### src/rtl/fetch_pkg.sv
// fetch_pkg: shared definitions for the instruction fetch slice.
//   XLEN             - datapath / address width
//   PC_INC           - sequential fetch stride in bytes
//   DEFAULT_RESET_PC - default first fetch address after reset
//   state_t          - fetch controller state encoding
//   word_align()     - clears the byte-offset bits of an address
package fetch_pkg;

    localparam int XLEN = 32;
    localparam logic [XLEN-1:0] PC_INC = 32'd4;
    localparam logic [XLEN-1:0] DEFAULT_RESET_PC = 32'h0;

    // ST_FETCH: request issued or outstanding
    // ST_HOLD : prefetch buffer full, no request
    // ST_DROP : one stale response still owed by memory, discard it
    typedef enum logic [1:0] {
        ST_FETCH = 2'd0,
        ST_HOLD  = 2'd1,
        ST_DROP  = 2'd2
    } state_t;

    function automatic logic [XLEN-1:0] word_align(input logic [XLEN-1:0] a);
        return {a[XLEN-1:2], 2'b00};
    endfunction

endpackage

### src/rtl/instr_fetch_if.sv
// instr_fetch_if: bundles the instruction-memory bus, the execute redirect,
// and the decode-side instruction handoff of the fetch unit.
//   master modport: the fetch unit (drives mem_adr/mem_req/mem_load, if_*,
//                   fetch_fault, fetch_state debug view)
//   slave modport : memory + execute + decode side
// Handshakes:
//   memory - mem_req/mem_adr held stable until mem_done; mem_done may arrive
//            in the request cycle itself or any later cycle.
//   decode - an instruction transfers on a cycle where if_valid && id_ready.
interface instr_fetch_if;
    import fetch_pkg::*;

    logic [XLEN-1:0] mem_adr;
    logic            mem_req;
    logic            mem_load;
    logic [XLEN-1:0] mem_data;
    logic            mem_done;
    logic            br_taken;
    logic [XLEN-1:0] br_target;
    logic            id_ready;
    logic            if_valid;
    logic [XLEN-1:0] if_instr;
    logic [XLEN-1:0] if_pc;
    logic            fetch_fault;
    state_t          fetch_state;

    modport master (
        output mem_adr, mem_req, mem_load, if_valid, if_instr, if_pc,
               fetch_fault, fetch_state,
        input  mem_data, mem_done, br_taken, br_target, id_ready
    );

    modport slave (
        input  mem_adr, mem_req, mem_load, if_valid, if_instr, if_pc,
               fetch_fault, fetch_state,
        output mem_data, mem_done, br_taken, br_target, id_ready
    );

endinterface

### src/rtl/fetch_fifo.sv
// fetch_fifo: synchronous FIFO used as the prefetch buffer.
//   clk, rst  - clock, synchronous active-high reset
//   push, din - write an entry (accepted when not full, or full with pop)
//   pop, dout - remove the head entry; dout shows the head combinationally
//   flush     - empty the FIFO (dominates push and pop)
//   full, empty, count - occupancy status
module fetch_fifo #(
    parameter int DEPTH = 2,
    parameter int WIDTH = 64
) (
    input  logic                     clk,
    input  logic                     rst,
    input  logic                     push,
    input  logic                     pop,
    input  logic                     flush,
    input  logic [WIDTH-1:0]         din,
    output logic [WIDTH-1:0]         dout,
    output logic                     full,
    output logic                     empty,
    output logic [$clog2(DEPTH):0]   count
);

    localparam int AW = $clog2(DEPTH);

    logic [WIDTH-1:0] mem [DEPTH];
    logic [AW-1:0]    wr_ptr;
    logic [AW-1:0]    rd_ptr;
    logic             do_push;
    logic             do_pop;

    assign full    = (count == (AW+1)'(DEPTH));
    assign empty   = (count == '0);
    assign do_pop  = pop && !empty;
    // A full FIFO can still take a write when the head leaves in the same cycle.
    assign do_push = push && (!full || do_pop);
    assign dout    = mem[rd_ptr];

    always_ff @(posedge clk) begin
        if (do_push && !flush) begin
            mem[wr_ptr] <= din;
        end
    end

    always_ff @(posedge clk) begin
        if (rst || flush) begin
            wr_ptr <= '0;
            rd_ptr <= '0;
            count  <= '0;
        end else begin
            if (do_push) wr_ptr <= wr_ptr + 1'b1;
            if (do_pop)  rd_ptr <= rd_ptr + 1'b1;
            case ({do_push, do_pop})
                2'b10:   count <= count + 1'b1;
                2'b01:   count <= count - 1'b1;
                default: count <= count;
            endcase
        end
    end

endmodule

### src/rtl/instr_fetch.sv
// instr_fetch: instruction fetch unit with a small prefetch buffer.
//   clk, rst - clock, synchronous active-high reset
//   bus      - instr_fetch_if.master (memory bus, redirect, decode handoff,
//              fetch_fault, fetch_state debug view)
// Parameters: RESET_PC (first fetch address), FIFO_DEPTH (2..8, power of two).
// Optional build macro FETCH_ALIGN_CHECK_EN: a misaligned redirect target sets
// the sticky fetch_fault and halts fetching until reset. Without it the
// target's low two bits are ignored and fetch_fault is always 0.
module instr_fetch
    import fetch_pkg::*;
#(
    parameter logic [XLEN-1:0] RESET_PC   = DEFAULT_RESET_PC,
    parameter int              FIFO_DEPTH = 2
) (
    input  logic           clk,
    input  logic           rst,
    instr_fetch_if.master  bus
);

    localparam int CW = $clog2(FIFO_DEPTH) + 1;

    state_t            state;
    state_t            state_nxt;
    logic [XLEN-1:0]   pc;
    logic [XLEN-1:0]   tgt;
    logic              fault_q;
    logic              misaligned;
    logic              accept;
    logic              push;
    logic              pop;
    logic              fifo_empty;
    logic              full_unused;
    logic [CW-1:0]     fifo_count;
    logic [2*XLEN-1:0] head;

`ifdef FETCH_ALIGN_CHECK_EN
    assign misaligned = bus.br_taken && (bus.br_target[1:0] != 2'b00);
    assign tgt        = bus.br_target;

    always_ff @(posedge clk) begin
        if (rst)             fault_q <= 1'b0;
        else if (misaligned) fault_q <= 1'b1;
    end
`else
    logic unused_tgt_lsb;
    assign unused_tgt_lsb = |bus.br_target[1:0];
    assign misaligned     = 1'b0;
    assign fault_q        = 1'b0;
    assign tgt            = word_align(bus.br_target);
`endif

    assign bus.mem_req     = !rst && (state == ST_FETCH) && !fault_q;
    assign bus.mem_adr     = pc;
    assign bus.mem_load    = 1'b0;
    assign bus.fetch_fault = fault_q;
    assign bus.fetch_state = state;

    assign bus.if_valid = !rst && !fifo_empty;
    assign bus.if_pc    = bus.if_valid ? head[2*XLEN-1:XLEN] : '0;
    assign bus.if_instr = bus.if_valid ? head[XLEN-1:0]      : '0;

    // A redirect wins over both the arriving response and the decode pop.
    assign accept = bus.mem_req && bus.mem_done;
    assign push   = accept && !bus.br_taken;
    assign pop    = bus.if_valid && bus.id_ready && !bus.br_taken;

    fetch_fifo #(
        .DEPTH (FIFO_DEPTH),
        .WIDTH (2*XLEN)
    ) u_fifo (
        .clk   (clk),
        .rst   (rst),
        .push  (push),
        .pop   (pop),
        .flush (bus.br_taken),
        .din   ({pc, bus.mem_data}),
        .dout  (head),
        .full  (full_unused),
        .empty (fifo_empty),
        .count (fifo_count)
    );

    always_ff @(posedge clk) begin
        if (rst) begin
            state <= ST_FETCH;
            pc    <= RESET_PC;
        end else begin
            state <= state_nxt;
            if (bus.br_taken && !misaligned) pc <= tgt;
            else if (push)                   pc <= pc + PC_INC;
        end
    end

    always_comb begin
        state_nxt = state;
        case (state)
            ST_FETCH: begin
                if (bus.br_taken) begin
                    // Request still owed by memory: its answer must be thrown away.
                    if (bus.mem_req && !bus.mem_done) state_nxt = ST_DROP;
                end else if (push && !pop &&
                             fifo_count == CW'(FIFO_DEPTH - 1)) begin
                    state_nxt = ST_HOLD;
                end
            end
            ST_HOLD: begin
                if (bus.br_taken || pop) state_nxt = ST_FETCH;
            end
            ST_DROP: begin
                if (bus.mem_done) state_nxt = ST_FETCH;
            end
            default: state_nxt = ST_FETCH;
        endcase
    end

endmodule

### src/flat_wrapper.sv
// flat-port wrapper written by rule: the top's interface ports become plain ports
module instr_fetch_flat import fetch_pkg::*;
#(
    parameter logic [XLEN-1:0] RESET_PC   = DEFAULT_RESET_PC,
    parameter int              FIFO_DEPTH = 2
)
  (clk, rst, bus_mem_adr, bus_mem_req, bus_mem_load, bus_if_valid, bus_if_instr, bus_if_pc, bus_fetch_fault, bus_fetch_state, bus_mem_data, bus_mem_done, bus_br_taken, bus_br_target, bus_id_ready);
  instr_fetch_if bus_i ();
  input  logic clk;
  input  logic rst;
  output wire logic [$bits(bus_i.mem_adr)-1:0] bus_mem_adr;
  output wire logic [$bits(bus_i.mem_req)-1:0] bus_mem_req;
  output wire logic [$bits(bus_i.mem_load)-1:0] bus_mem_load;
  output wire logic [$bits(bus_i.if_valid)-1:0] bus_if_valid;
  output wire logic [$bits(bus_i.if_instr)-1:0] bus_if_instr;
  output wire logic [$bits(bus_i.if_pc)-1:0] bus_if_pc;
  output wire logic [$bits(bus_i.fetch_fault)-1:0] bus_fetch_fault;
  output wire logic [$bits(bus_i.fetch_state)-1:0] bus_fetch_state;
  input wire logic [$bits(bus_i.mem_data)-1:0] bus_mem_data;
  input wire logic [$bits(bus_i.mem_done)-1:0] bus_mem_done;
  input wire logic [$bits(bus_i.br_taken)-1:0] bus_br_taken;
  input wire logic [$bits(bus_i.br_target)-1:0] bus_br_target;
  input wire logic [$bits(bus_i.id_ready)-1:0] bus_id_ready;
  assign bus_mem_adr = bus_i.mem_adr;
  assign bus_mem_req = bus_i.mem_req;
  assign bus_mem_load = bus_i.mem_load;
  assign bus_if_valid = bus_i.if_valid;
  assign bus_if_instr = bus_i.if_instr;
  assign bus_if_pc = bus_i.if_pc;
  assign bus_fetch_fault = bus_i.fetch_fault;
  assign bus_fetch_state = bus_i.fetch_state;
  assign bus_i.mem_data = bus_mem_data;
  assign bus_i.mem_done = bus_mem_done;
  assign bus_i.br_taken = bus_br_taken;
  assign bus_i.br_target = bus_br_target;
  assign bus_i.id_ready = bus_id_ready;
  instr_fetch #(.RESET_PC(RESET_PC), .FIFO_DEPTH(FIFO_DEPTH)) u_core (.clk(clk), .rst(rst), .bus(bus_i));
endmodule
### config.mk
export PLATFORM = sky130hd
export DESIGN_NAME = instr_fetch_flat
export DESIGN_NICKNAME = d
export VERILOG_FILES = /design/src/rtl/fetch_pkg.sv /design/src/rtl/instr_fetch_if.sv /design/src/rtl/fetch_fifo.sv /design/src/rtl/instr_fetch.sv /design/src/flat_wrapper.sv
export SDC_FILE = /design/constraint.sdc
export NUM_CORES = 1
export LEC_CHECK = 0
export BUFFER_PORTS_ARGS = -buffer_cell sky130_fd_sc_hd__buf_2
export CAP_MARGIN = 20
export CORE_MARGIN = 2
export CORE_UTILIZATION = 50
export DETAILED_ROUTE_END_ITERATION = 8
export GPL_TIMING_DRIVEN = 0
export PLACE_DENSITY = 0.75
export SLEW_MARGIN = 20
export SYNTH_ARGS = -nofsm -noshare
export SYNTH_HDL_FRONTEND = slang
export SYNTH_SLANG_ARGS = --single-unit
### constraint.sdc
create_clock -name clk -period 6.88 [get_ports clk]
set_clock_uncertainty 0.2 [all_clocks]
set_input_delay 1.376 -clock clk [delete_from_list [all_inputs] [get_ports clk]]
set_output_delay 1.376 -clock clk [all_outputs]
set_load 0.02 [all_outputs]
==> results of run 1 <==
path summary, 6_finish.rpt:
path | start | endpoint | slack [ns] | depth (start not counted)
setup / recovery | rst | bus_if_instr[22] | 1.93 | 7
hold reg to reg | u_core.bus.mem_adr[31]$_SDFFE_PP0P_ | u_core.u_fifo.mem[0][63]$_DFFE_PP_ | 0.33 | 0
hold / removal | u_core.bus.mem_adr[31]$_SDFFE_PP0P_ | u_core.u_fifo.mem[0][63]$_DFFE_PP_ | 0.33 | 0
setup reg to reg | u_core.bus.fetch_state[0]$_SDFFE_PP0P_ | u_core.u_fifo.mem[1][20]$_DFFE_PP_ | 3.71 | 6
cells by family after synthesis:
family,share of synthesized area (%)
buffers and inverters,2.746
xor gates and xnor gates,1.123
AOI/OAI and AO/OA,6.081
DFF,63.62
and+or+nand+nor,16.67
muxes,8.987
other,0.05344
adders and majority gates,0.7133
final cells by class:
type / count / share of cell area (%)
multi-input combinational: 360 / 27.31
tap: 180 / 2.575
sequential: 161 / 51.04
inverter: 7 / 0.3004
timing repair buffer: 165 / 9.956
buffer: 36 / 1.902
clock inverter: 13 / 1.860
clock buffer: 19 / 5.064
Yosys cell counts (all sizes together) (2+ instances only):
| cell | instances | area share, % |
|---|---|---|
| inv | 6 | 0.32 |
| nor2 | 93 | 5.0 |
| edfxtp | 124 | 53 |
| a2111oi | 3 | 0.37 |
| nand2b | 2 | 0.18 |
| a21oi | 4 | 0.29 |
| o31ai | 4 | 0.43 |
| or4 | 5 | 0.59 |
| nor2b | 4 | 0.36 |
| ha | 4 | 0.71 |
| nor4 | 14 | 1.4 |
| and3 | 5 | 0.45 |
| nor4b | 2 | 0.46 |
| nor3 | 13 | 0.93 |
| clkbuf | 22 | 1.2 |
| or2 | 5 | 0.45 |
| a311oi | 9 | 1.1 |
| and2 | 3 | 0.27 |
| and4 | 5 | 0.62 |
| nand4b | 2 | 0.25 |
| o21ai | 7 | 0.50 |
| o2111a | 3 | 0.48 |
| nand3 | 17 | 1.3 |
| mux2i | 63 | 9.0 |
| buf | 14 | 1.2 |
| o311ai | 3 | 0.48 |
| dfxtp | 37 | 11 |
| nor3b | 3 | 0.32 |
| or3 | 6 | 0.54 |
| nand2 | 20 | 1.1 |
| nand4 | 20 | 1.8 |
| xor2 | 2 | 0.25 |
| or3b | 2 | 0.25 |
| a211o | 3 | 0.37 |
| a31oi | 2 | 0.18 |
| a211oi | 8 | 0.86 |
| or4b | 3 | 0.48 |
| xnor2 | 7 | 0.87 |
cells in the final DEF (no fill, tap or decap), drive strengths merged, types with 4 or more instances in the layout:
cell / count
buf: 179
edfxtp: 124
nor2: 93
mux2i: 63
clkbuf: 41
dfxtp: 37
nand4: 20
nand2: 20
nand3: 17
nor4: 14
nor3: 13
a311oi: 9
a211oi: 8
clkinv: 8
o21ai: 7
xnor2: 7
inv: 6
or3: 6
conb: 6
or2: 5
and4: 5
and3: 5
or4: 5
o31ai: 4
a21oi: 4
ha: 4
nor2b: 4
state kept, by name, indices dropped and copies added, names as in the netlist, named ones only:
| signal | count |
|---|---|
| u_core.u_fifo.mem | 124 |
| u_core.bus.mem_adr | 30 |
| u_core.u_fifo.wr_ptr | 1 |
| u_core.u_fifo.count | 2 |
| u_core.bus.fetch_state | 2 |
| u_core.u_fifo.rd_ptr | 1 |
power breakdown:
group	switching [mW]	internal (mW)	total [mW]	leakage (nW)
Combinational	0.0875	0.0544	0.142	1.46
Sequential	0.0325	1.07	1.11	1.43
Clock	0.369	0.580	0.949	0.289
worst max-delay path, cell delays in order:
cell	delay, ns
buf_2	0.14
clkbuf_1	0.40
or2_2	0.19
clkbuf_1	0.54
clkbuf_1	0.44
nor2_1	0.10
buf_2	0.18
layer usage:
metal	vias to the layer above	global-route usage, %	routed length, um
li1	2510	-	-
met5	-	0	0
met3	20	5.390	1477
met2	295	38.16	8400
met1	2536	28.90	6987
met4	0	9.483	310
stage by stage:
stage          instances  worst slack (ns)  cell area, um2  hold slack, ns  TNS (ns)
3_5_place_dp         909             1.908            8142          0.3098         0
3_3_place_gp         906           -0.8419            8071          0.2949    -51.93
4_1_cts              941             1.877            8747          0.3260         0
2_1_floorplan        564            0.8552            7036          0.2813         0
6_report             941             1.932            8747          0.3296         0
5_1_grt              941             1.771            8747          0.3508         0
==> flow_summary.yaml, run 1 <==
yosys:
  syn_area_mm2: 0.007017
  synth_edf_count: 124
  async_reset_ff_share_pct: 0
  synth_area_per_cell_um2: 12.55
  synth_seq_cells: 161
  ys.flop_type: "edfxtp_1"
  ys_types: 58
  synthCells: 559
  yosys_warnings: 0
  ys_seq_area_share_pct: 63.62
power_and_ir_drop:
  irDropWorstVdd_uv: 134.8
  power.density_mw_per_mm2: 251.3
  leakage_nw: 3.186
  fin_total_pwr_mw: 2.198
timing:
  final-max-slew-violation-count: 0
  fmax_ghz: 0.2021
  hold_violations: 0
  min_period_ns: 4.948
  finalCritPeriodShare_pct: 71.92
  maxSlewHeadroom_pct: 48.02
  rsz0062_at_grt: "false"
  setup_viol: 0
  tightest_slew_ns: 0.7796
detailed_routing:
  routed_via_density: 5.697
  detail_route.wl_per_cell_um: 18.25
  drc: 0
  drt_iter0_drc: 530
  drt-total-wl_um: 17170
  vias: 5361
  dr.pass1.iters: 6
  ant_nets: 0
hold_path:
  hold_class: "register to register"
cts:
  root_buffer: "clkbuf_16"
  cts_tree: "yes"
  htree_levels: 4
  cts_sinks: 161
  clk_pin_slew_ns: 0.06
  cts_buffer_depth: 2
  hold_buffers: 0
  cts_made_buffers: 17
  postCtsSetupBuffers: 0
  clk_latency_ns: 0.41
  cts_resized: 0
die:
  dieHeight_um: 122.5
  core.rowCount: 43
  die_x_um: 122.5
  core_mm2: 0.01377
  io_pins: 171
  design.die.area_mm2: 0.01500
  start_util_pct: 50.94
critical_path:
  worstSetupEndpointType: "primary output"
  path_max_fanout: 10
  critPathRequiredTime_ns: 5.30
  critical_path_class: "input port to primary output"
  arrival_ns: 3.37
  critPathLaunchType: "input port"
flow_run:
  drv_cap: 0
finish:
  register_area_mm2: 0.004464
  areaGrowthSynthToFinish_pct: 24.66
  utilization_pct: 63.51
  antenna_cells: 0
  num-fill-cells: 1118
  multi_input_area_mm2: 0.002389
  fin_nets: 821
  layout-drive-gt1-share_pct: 29.04
grt:
  grt_start_max_net_pins: 34
  antenna_found_initial: 0
  grt_use_total_pct: 22.94
  overflow: 0
  grt_pass1_vias: 5124
  grt_pass1_wl_um: 26010
placement:
  place_congestion: 0.9219
  portBuffers: 162
  dpl.hpwl_um: 12190
status:
  outcome: "completed"
No activity file was read; power rests on OpenSTA's default activity.
==> run 2, diff against run 1 <==
--- a/config.mk
+++ b/config.mk
@@ -5,13 +5,14 @@
 export SDC_FILE = /design/constraint.sdc
 export NUM_CORES = 1
 export LEC_CHECK = 0
+export ABC_AREA = 1
 export BUFFER_PORTS_ARGS = -buffer_cell sky130_fd_sc_hd__buf_2
 export CAP_MARGIN = 20
 export CORE_MARGIN = 2
-export CORE_UTILIZATION = 50
+export CORE_UTILIZATION = 48
 export DETAILED_ROUTE_END_ITERATION = 8
 export GPL_TIMING_DRIVEN = 0
-export PLACE_DENSITY = 0.75
+export PLACE_DENSITY = 0.76
 export SLEW_MARGIN = 20
 export SYNTH_ARGS = -nofsm -noshare
 export SYNTH_HDL_FRONTEND = slang
==> constraint.sdc (replaced) <==
create_clock -name clk -period 4.3 [get_ports clk]
set_clock_uncertainty 0.2 [all_clocks]
set_input_delay 0.86 -clock clk [delete_from_list [all_inputs] [get_ports clk]]
set_output_delay 0.86 -clock clk [all_outputs]
set_load 0.02 [all_outputs]
==> run 2 against run 1 <==
Compared with the run above:
- clock power grew 50%
- critical path type unchanged
- setup slack lost 0.92 ns
- die area grew 5.0%
- clock-buffer cell count grew 2
- routed wire length grew 2.7%
- sequential power grew 59%
- flip-flop and latch count is the same
==> flow_summary.yaml, run 2 <==
status:
  outcome: "completed"
yosys:
  synth_most_common_cell: "nand2_1"
  syn_area_mm2: 0.007087
  async_reset_ff_share_pct: 0
  yosysTopAreaCell: "edfxtp_1"
  synth_area_per_cell_um2: 9.564
  yosys_warnings: 0
  synth_edf_count: 124
  ys_types: 31
  synth_commonest_cells: "247 x nand2_1, 124 x edfxtp_1, 94 x a21oi_1, 58 x nor2_1, 41 x inv_1"
  ys_seq_area_share_pct: 62.99
  synth_top_area_share_pct: 52.54
  synth.area.top_cells: "edfxtp_1 53%, nand2_1 13%, dfxtp_1 10%"
  ys.flop_type: "edfxtp_1"
  synthCells: 741
  synth_seq_cells: 161
power_and_ir_drop:
  share_comb_of_total_power_pct: 6.6
  irDropWorstVdd_uv: 235.2
  p_clk_share_pct: 41.8
  power.density_mw_per_mm2: 386.9
  seqPwrFrac_pct: 51.6
  leakage_nw: 3.631
  p_switching_mw: 0.7584
  internal_power_mw: 2.651
  swShare_pct: 22.25
detailed_routing:
  detail_route.wl_per_cell_um: 15.59
  dr_wl_met3_um: 1007
  drt-total-wl_um: 17640
  top_layer_used: "met4"
  ant_nets: 0
  vias: 5798
  dr.pass1.iters: 5
  dr_wl_met2_um: 8508
  drt_iter0_drc: 376
  routed_via_density: 5.126
  drc: 0
  wl_met1_um: 7539
timing:
  setup_ws_ns: 1.009
  maxSlewHeadroom_pct: 53.93
  tightest_slew_ns: 0.6911
  hold_violations: 0
  min_period_ns: 3.291
  setup_viol: 0
  final-max-slew-violation-count: 0
  fmax_ghz: 0.3039
  finalCritPeriodShare_pct: 76.53
  rsz0062_at_grt: "false"
die:
  die_x_um: 125.5
  core.rowCount: 44
  core_mm2: 0.01448
  dieHeight_um: 125.5
  start_util_pct: 48.95
  design.die.area_mm2: 0.01575
  io_pins: 171
grt:
  overflow: 0
  grt_pass1_wl_um: 28010
  grt_start_max_net_pins: 25
  grt_use_total_pct: 22.93
  grt_pass1_vias: 5601
  antenna_found_initial: 3
cts:
  hold_buffers: 0
  htree_levels: 4
  cts_resized: 0
  cts_sinks: 161
  cts_buffer_depth: 2
  clk_latency_ns: 0.42
  cts_tree: "yes"
  clk_pin_slew_ns: 0.06
  root_buffer: "clkbuf_16"
  cts_made_buffers: 17
  postCtsSetupBuffers: 0
finish:
  regMostFlops: "u_core.u_fifo.mem"
  fin_nets: 1004
  layout-drive-gt1-share_pct: 23.94
  final_cell_mix: "247 x nand2_1, 167 x buf_2, 124 x edfxtp_1"
  fin_cells: 1131
  largest_reg_flops: 124
  stdcell_area_mm2: 0.008811
  areaGrowthSynthToFinish_pct: 24.33
  layout_commonest_cell: "nand2_1"
  num-fill-cells: 1230
placement:
  dp_cells: 1096
  portBuffers: 162
  place_congestion: 0.9198
  placed_area_mm2: 0.008249
  dpl.hpwl_um: 12520
  dp_slack_ns: 1.003
hold_path:
  hold_class: "register to register"
  hold_depth: 2
critical_path:
  critPathRequiredTime_ns: 3.24
  critical_path_class: "input port to primary output"
  regToRegSetupSlack_ns: 1.44
  worstRegToRegCells: 9
  worstSetupEndpointType: "primary output"
  critPathLaunchType: "input port"
  arrival_ns: 2.23
  path_max_fanout: 10
flow_run:
  drv_cap: 0
==> run 2: cell count changes after synthesis, sizes merged, moves of 16 or more <==
| cell | previous run | this run |
|---|---|---|
| a21oi | 4 | 94 |
| nor2 | 93 | 68 |
| inv | 6 | 46 |
| nand4 | 20 | 4 |
| nand2 | 20 | 250 |
| mux2i | 63 | 0 |
==> run 2: area by class of cell <==
class / count / area [um2] / area share [%]
timing repair buffer: 166 / 898.4 / 10.20
sequential: 161 / 4464 / 50.67
clock inverter: 11 / 113.9 / 1.292
multi-input combinational: 503 / 2312 / 26.24
tap: 184 / 230.2 / 2.613
buffer: 36 / 171.4 / 1.945
antenna: 3 / 7.507 / 0.08520
clock buffer: 21 / 440.4 / 4.999
inverter: 46 / 172.7 / 1.960
==> run 2: worst max-delay path, stage by stage <==
cell      delay, ns
buf_2          0.14
clkbuf_1       0.44
clkbuf_1       0.50
nor2_1         0.11
buf_2          0.18
==> run 2: metal layers <==
| layer | global-route usage, % | vias to the layer above |
|---|---|---|
| met5 | 0 | - |
| met1 | 28.79 | 2686 |
| met4 | 10.46 | 0 |
| li1 | - | 2858 |
| met2 | 38.54 | 219 |
| met3 | 4.407 | 35 |
==> run 2: metrics by stage <==
stage / hold WS (ns) / TNS, ns / util [%] / power, mW
3_3_place_gp: 0.2576 / -268.21 / 56.27 / 2.007
5_1_grt: 0.3130 / 0 / 60.85 / 3.517
2_1_floorplan: 0.2473 / -81.67 / - / 1.913
6_report: 0.2789 / 0 / 60.85 / 3.409
4_1_cts: 0.2744 / 0 / 60.80 / 3.427
3_5_place_dp: 0.2675 / 0 / 56.97 / 2.017
==> run 2: cells by family after synthesis <==
kind of cell / synth area share (%)
and+or+nand+nor: 20.06
buffers and inverters: 4.855
DFF: 62.99
xor gates and xnor gates: 1.730
adders and majority gates: 0.7062
other: 0.05292
AOI/OAI and AO/OA: 9.604
==> run 2: power groups by stage <==
stage	Combinational [mW]	Sequential [mW]	Clock [mW]
after floorplan	0.110	1.80	0
after global placement	0.214	1.79	0
after detailed placement	0.225	1.79	0
after CTS	0.226	1.76	1.44
after global routing	0.250	1.76	1.50
final	0.226	1.76	1.42
==> run 2: final timing paths <==
kind | startpoint | to
setup / recovery | rst | bus_mem_req
hold / removal | u_core.u_fifo.rd_ptr$_SDFFE_PP0P_ | register
setup reg to reg | u_core.u_fifo.count[0]$_SDFFE_PP0P_ | u_core.u_fifo.mem[1][59]$_DFFE_PP_
hold reg to reg | u_core.u_fifo.rd_ptr$_SDFFE_PP0P_ | register
